$ cat src/rtl/phys_reg_free_list.sv
// Circular FIFO of free physical registers: zero-latency head read for rename, up to 2 releases/cycle from retire.
// No backpressure; underflow, illegal release_count and overflow drop the offending ops and set a sticky error.
module phys_reg_free_list #(
  parameter int PREG_COUNT = 64,
  parameter int AREG_COUNT = 32,
  parameter int LIST_DEPTH = PREG_COUNT - AREG_COUNT
) (
  input  logic                          clk,
  input  logic                          rst,
  input  logic                          alloc_req,
  output logic [$clog2(PREG_COUNT)-1:0] alloc_preg,
  output logic                          alloc_valid,
  input  logic [1:0]                    release_count,
  input  logic [$clog2(PREG_COUNT)-1:0] release_preg0,
  input  logic [$clog2(PREG_COUNT)-1:0] release_preg1,
  output logic [$clog2(LIST_DEPTH+1)-1:0] free_count,
  output logic                          error
);

  localparam int IW = $clog2(PREG_COUNT);
  localparam int PW = $clog2(LIST_DEPTH);
  localparam int CW = $clog2(LIST_DEPTH + 1);

  logic [IW-1:0] r_entry [LIST_DEPTH];
  logic [PW-1:0] r_head;
  logic [PW-1:0] r_tail;
  logic [CW-1:0] r_count;
  logic          r_error;

  logic          w_pop;
  logic          w_underflow;
  logic          w_illegal;
  logic          w_v0;
  logic          w_v1;
  logic          w_overflow;
  logic [1:0]    w_req;
  logic [1:0]    w_acc;
  logic [CW:0]   w_room;
  logic [IW-1:0] w_d0;

  assign w_pop       = alloc_req && (r_count != '0);
  assign w_underflow = alloc_req && (r_count == '0);
  assign w_illegal   = (release_count == 2'd3);

  // p0 is hard-wired x0 and must never re-enter the pool.
  assign w_v0  = !w_illegal && (release_count != 2'd0) && (release_preg0 != '0);
  assign w_v1  = !w_illegal && (release_count == 2'd2) && (release_preg1 != '0);
  assign w_req = {1'b0, w_v0} + {1'b0, w_v1};
  assign w_d0  = w_v0 ? release_preg0 : release_preg1;

  // Space left after this cycle's pop; the popped slot can be refilled at once.
  assign w_room = (CW+1)'(LIST_DEPTH) - {1'b0, r_count} + {{CW{1'b0}}, w_pop};

  always_comb begin
    w_overflow = 1'b0;
    w_acc      = w_req;
    if ({{(CW-1){1'b0}}, w_req} > w_room) begin
      w_overflow = 1'b1;
      w_acc      = w_room[1:0];
    end
  end

  always_ff @(posedge clk or negedge rst) begin
    if (!rst) begin
      for (int i = 0; i < LIST_DEPTH; i++) begin
        r_entry[i] <= IW'(AREG_COUNT + i);
      end
      r_head  <= '0;
      r_tail  <= '0;
      r_count <= CW'(LIST_DEPTH);
      r_error <= 1'b0;
    end else begin
      if (w_acc != 2'd0) begin
        r_entry[r_tail] <= w_d0;
      end
      if (w_acc == 2'd2) begin
        r_entry[r_tail + PW'(1)] <= release_preg1;
      end
      r_head  <= r_head + {{(PW-1){1'b0}}, w_pop};
      r_tail  <= r_tail + PW'(w_acc);
      r_count <= r_count - {{(CW-1){1'b0}}, w_pop} + {{(CW-2){1'b0}}, w_acc};
      r_error <= r_error | w_underflow | w_illegal | w_overflow;
    end
  end

  assign alloc_preg  = r_entry[r_head];
  assign alloc_valid = (r_count != '0);
  assign free_count  = r_count;
  assign error       = r_error;

endmodule
$ cat config.mk
export PLATFORM = sky130hd
export DESIGN_NAME = phys_reg_free_list
export DESIGN_NICKNAME = d
export VERILOG_FILES = /design/src/rtl/phys_reg_free_list.sv
export SDC_FILE = /design/constraint.sdc
export NUM_CORES = 1
export LEC_CHECK = 0
export ABC_AREA = 1
export CAP_MARGIN = 40
export CORE_ASPECT_RATIO = 2
export CORE_MARGIN = 10
export CORE_UTILIZATION = 41
export DETAILED_ROUTE_END_ITERATION = 8
export GPL_TIMING_DRIVEN = 0
export PLACE_DENSITY = 0.54
export SYNTH_ARGS = -nofsm -noshare
export SYNTH_HDL_FRONTEND = slang
export SYNTH_SLANG_ARGS = --single-unit
$ cat constraint.sdc
create_clock -name clk -period 5.1 [get_ports clk]
set_clock_uncertainty 0.05 [all_clocks]
set_input_delay 1.02 -clock clk [delete_from_list [all_inputs] [get_ports clk]]
set_output_delay 1.02 -clock clk [all_outputs]
set_load 0.03 [all_outputs]
==> results of run 1 <==
power by group through the flow:
stage	Clock, mW	Sequential [mW]	Combinational [mW]
4_1_cts	1.74	3.18	5.66
5_1_grt	1.80	3.25	6.37
2_1_floorplan	0	2.97	3.67
6_report	1.72	3.20	5.78
3_3_place_gp	0	3.20	5.54
3_5_place_dp	0	3.20	5.65
area by class of cell:
| class | instances | area [sq um] |
|---|---|---|
| flip-flops and latches | 209 | 5370 |
| multi-input cells | 1562 | 7460 |
| plain buffers | 143 | 643 |
| repair buffers | 47 | 510 |
| well taps | 441 | 552 |
| inverters | 229 | 862 |
| fillers | 3622 | 18400 |
| clock inverters | 7 | 63.8 |
| clock buffers | 35 | 661 |
through the flow:
stage / instance area (sq um) / instances / TNS [ns] / total power [mW]
after floorplan: 14300 / 2146 / 0 / 6.64
after global placement: 15100 / 2613 / -1023.93 / 8.74
final: 16100 / 2673 / 0 / 10.7
after global routing: 16100 / 2673 / 0 / 11.4
after detailed placement: 15400 / 2631 / -3.27 / 8.85
after CTS: 16100 / 2671 / 0 / 10.6
logic make-up after synthesis:
family | Yosys count | synth area share
AO/OA/AOI/OAI | 355 | 0.127
XOR/XNOR | 10 | 0.00612
adder cells (fa/ha/maj) | 23 | 0.0211
buffers and inverters | 375 | 0.106
flip-flops | 209 | 0.375
AND/OR/NAND/NOR | 1174 | 0.365
path summary, 6_finish.rpt:
path                                    startpoint                      end  slack [ns]  depth (start not counted)
hold / removal                                 rst   r_entry[150]$_DFF_PN0_        0.34                          1
setup / recovery               r_head[1]$_DFF_PN0_            alloc_preg[0]        0.12                          9
min in group clk                   error$_DFF_PN0_          error$_DFF_PN0_        0.45                          2
setup reg to reg           free_count[3]$_DFF_PN0_  free_count[4]$_DFF_PN0_        0.57                         27
hold reg to reg                    error$_DFF_PN0_          error$_DFF_PN0_        0.45                          2
max in group asynchronous                      rst     r_entry[9]$_DFF_PN1_        3.81                          2
layer usage:
| metal | wire, um | share of wire |
|---|---|---|
| met1 | 22800 | 0.35 |
| met2 | 31000 | 0.48 |
| met4 | 5830 | 0.091 |
| met5 | 0 | 0 |
| met3 | 4720 | 0.073 |
cells in the mapped netlist, drive strengths merged (6+ instances only):
cell type  number
nand4          71
nor2          253
nand2         481
ha             21
o21ai         275
clkbuf         89
xor2            9
nand3         357
inv           223
dfstp         113
buf            57
o211ai         12
clkinv          6
dfrtp          96
a21oi          54
nor3           10
o22ai          12
registers in the layout, summed over array words and instances (netlist names):
name	flops
r_tail	5
free_count	6
error	1
r_entry	192
r_head	5
repair_timing:
action                     CTS  global route
setup buffers                0             2
gates resized for setup      3             9
pin swaps                    0             1
setup endpoints to repair    3             3
worst max-delay path: stages, from the launching register on:
cell	delay (ns)
sky130_fd_sc_hd__dfrtp_1	0.50
sky130_fd_sc_hd__clkbuf_1	0.49
sky130_fd_sc_hd__clkbuf_1	0.58
sky130_fd_sc_hd__o21ai_0	0.18
sky130_fd_sc_hd__o21ai_0	0.32
sky130_fd_sc_hd__o211ai_1	0.23
sky130_fd_sc_hd__nand4_1	0.15
sky130_fd_sc_hd__o21ai_0	0.15
sky130_fd_sc_hd__inv_1	0.09
sky130_fd_sc_hd__clkdlybuf4s50_1	0.67
==> impl_summary.log, run 1 <==
[metrics] status: complete, no violations
[metrics] fraction of power spent switching nets: 0.503
[metrics] synthesized flop and latch total: 209
[metrics] total track usage: 0.288
[metrics] number of antenna violations at the first check in global routing: 0
[metrics] endpoint kind of the worst setup timing path: output port
[metrics] fin crit share: 0.976
[metrics] areal power density over the cells: 664 nW/um^2
[metrics] part of the total power dissipated in combinational logic: 0.541
[metrics] count of routing violations after the opening detailed-route iteration: 1610
[metrics] cell leakage power: 7.77 nW
[metrics] Antenna Nets Post-Route: 0
[metrics] horizontal extent of the die: 152 um
[metrics] final critical path time including I/O delays and setup: 4.98 ns
[metrics] sequential fraction of the synthesis area: 0.375
[metrics] final count of pins violating max slew: 0
[metrics] Cells after Synth: 2146
[metrics] Final Wtd Congestion: 0.985
[metrics] Syn Std Cell Area: 14300 sq um
[metrics] Yosys top cell by area: sky130_fd_sc_hd__dfstp_2
[metrics] first-pass GRT wire length: 96.0 mm
[metrics] Clock Latency Late Sink: 0.54 ns
[metrics] Placement Rows: 96
[metrics] number of H-tree branching levels: 1
[metrics] number of global-route vias before repair: 15200
[metrics] post-detailed-placement half-perimeter wirelength: 47.6 mm
[metrics] post-synthesis average cell area: 6.67 sq um
[metrics] aggregate routed wire length: 64.4 mm
[metrics] DR pass1 iterations: 6
[metrics] area share of the largest cell type after synthesis: 0.207
[metrics] highest achievable clock rate: 0.201 GHz
[metrics] fraction of power consumed by sequential logic: 0.299
[metrics] post-route worst hold slack: 0.338 ns
[metrics] full die area: 43300 sq um
[metrics] number of hold buffers added after CTS: 0
[metrics] effective utilization at floorplan: 0.415
[metrics] clock buffers created by TritonCTS: 23
[metrics] number of flops mapped to enable cells by yosys: 0
[metrics] Critical Path RT: 4.03 ns
[metrics] synthesis-to-finish area growth: 12.6%
[metrics] standard cell core area: 34500 sq um
[metrics] CTS tree: built
[metrics] Root Buffer: sky130_fd_sc_hd__clkbuf_16
[metrics] global routing's busiest layer: met2
[metrics] most frequent standard cell in the layout excluding fill and tap cells: sky130_fd_sc_hd__nand2_1
[metrics] Startpoint Class: register
[metrics] Setup Slack @ Placement: -0.935 ns
[metrics] Net Sw Power: 5.39 mW
[metrics] unrepaired setup endpoints after global routing: false
[metrics] number of antenna diodes: 0
[metrics] boundary pin count: 31
[metrics] Clock Tree Buf Depth: 3
[metrics] detail-routed via count per cell: 5.83
[metrics] number of failing hold endpoints at the final stage: 0
[metrics] largest cells by area after synthesis: sky130_fd_sc_hd__dfstp_2 (21%), sky130_fd_sc_hd__dfrtp_1 (17%), sky130_fd_sc_hd__nand3_1 (12%), sky130_fd_sc_hd__nand2_1 (12%), sky130_fd_sc_hd__o21ai_0 (7.4%)
[metrics] routed length per placed instance: 24.1 um
[metrics] met3 Use GR: 0.0345
[metrics] YS warnings: 0
[metrics] largest net degree at the start of global routing: 89
[metrics] number of nets at the end of the flow: 2255
[metrics] data arrival time of the worst path: 3.91 ns
[metrics] Int Power: 5.32 mW
[metrics] vertical extent of the die: 284 um
[metrics] grt met1 use: 0.318
[metrics] Post-route DRC: 0
[metrics] syn_nets: 2186
[metrics] clock slew seen by the registers of the worst setup and hold paths: 0.07 ns
[metrics] setup-violating endpoint count in the final report: 0
[metrics] number of port buffers: 26
[metrics] max-cap violations: 0
[metrics] headroom to the max-slew limit: 0.320
[metrics] smallest setup slack after layout: 0.123 ns
[metrics] Max Fanout on Critical Path: 10
[metrics] number of clock sinks: 209
[metrics] count of cell types in the netlist: 37
[metrics] met2 Resource Use GR: 0.492
[metrics] Max rail drop VDD: 0.402 mV
[metrics] fraction of layout instances using a drive strength above 1: 0.122
[metrics] share of power burned in the clock network: 0.160
[metrics] critical setup path kind: reg2out
[metrics] proportion of synthesized flip-flops having asynchronous set or reset: 1.00
[metrics] global-route congestion overflow total: 0
[metrics] Min-Delay Path Class: in2async
[metrics] vias after detailed routing: 15600
[metrics] slew at the pin closest to its max-slew limit: 1.02 ns
[metrics] commonest cells after routing, fill and taps aside: sky130_fd_sc_hd__nand2_1 (463), sky130_fd_sc_hd__nand3_1 (353), sky130_fd_sc_hd__nor2_1 (244), sky130_fd_sc_hd__inv_1 (213), sky130_fd_sc_hd__o21ai_0 (212)
[metrics] Layout Utilization: 0.468
[metrics] top_reg_cell synth: sky130_fd_sc_hd__dfstp_2
No activity file was read; power rests on OpenSTA's default activity.
==> run 2, diff against run 1 <==
--- a/config.mk
+++ b/config.mk
@@ -6,6 +6,7 @@
 export NUM_CORES = 1
 export LEC_CHECK = 0
 export ABC_AREA = 1
+export ABC_CLOCK_PERIOD_IN_PS = 5100
 export CAP_MARGIN = 40
 export CORE_ASPECT_RATIO = 2
 export CORE_MARGIN = 10
==> results of run 2 <==
No change in the layout: final DEF, timing and power equal those of run 1.
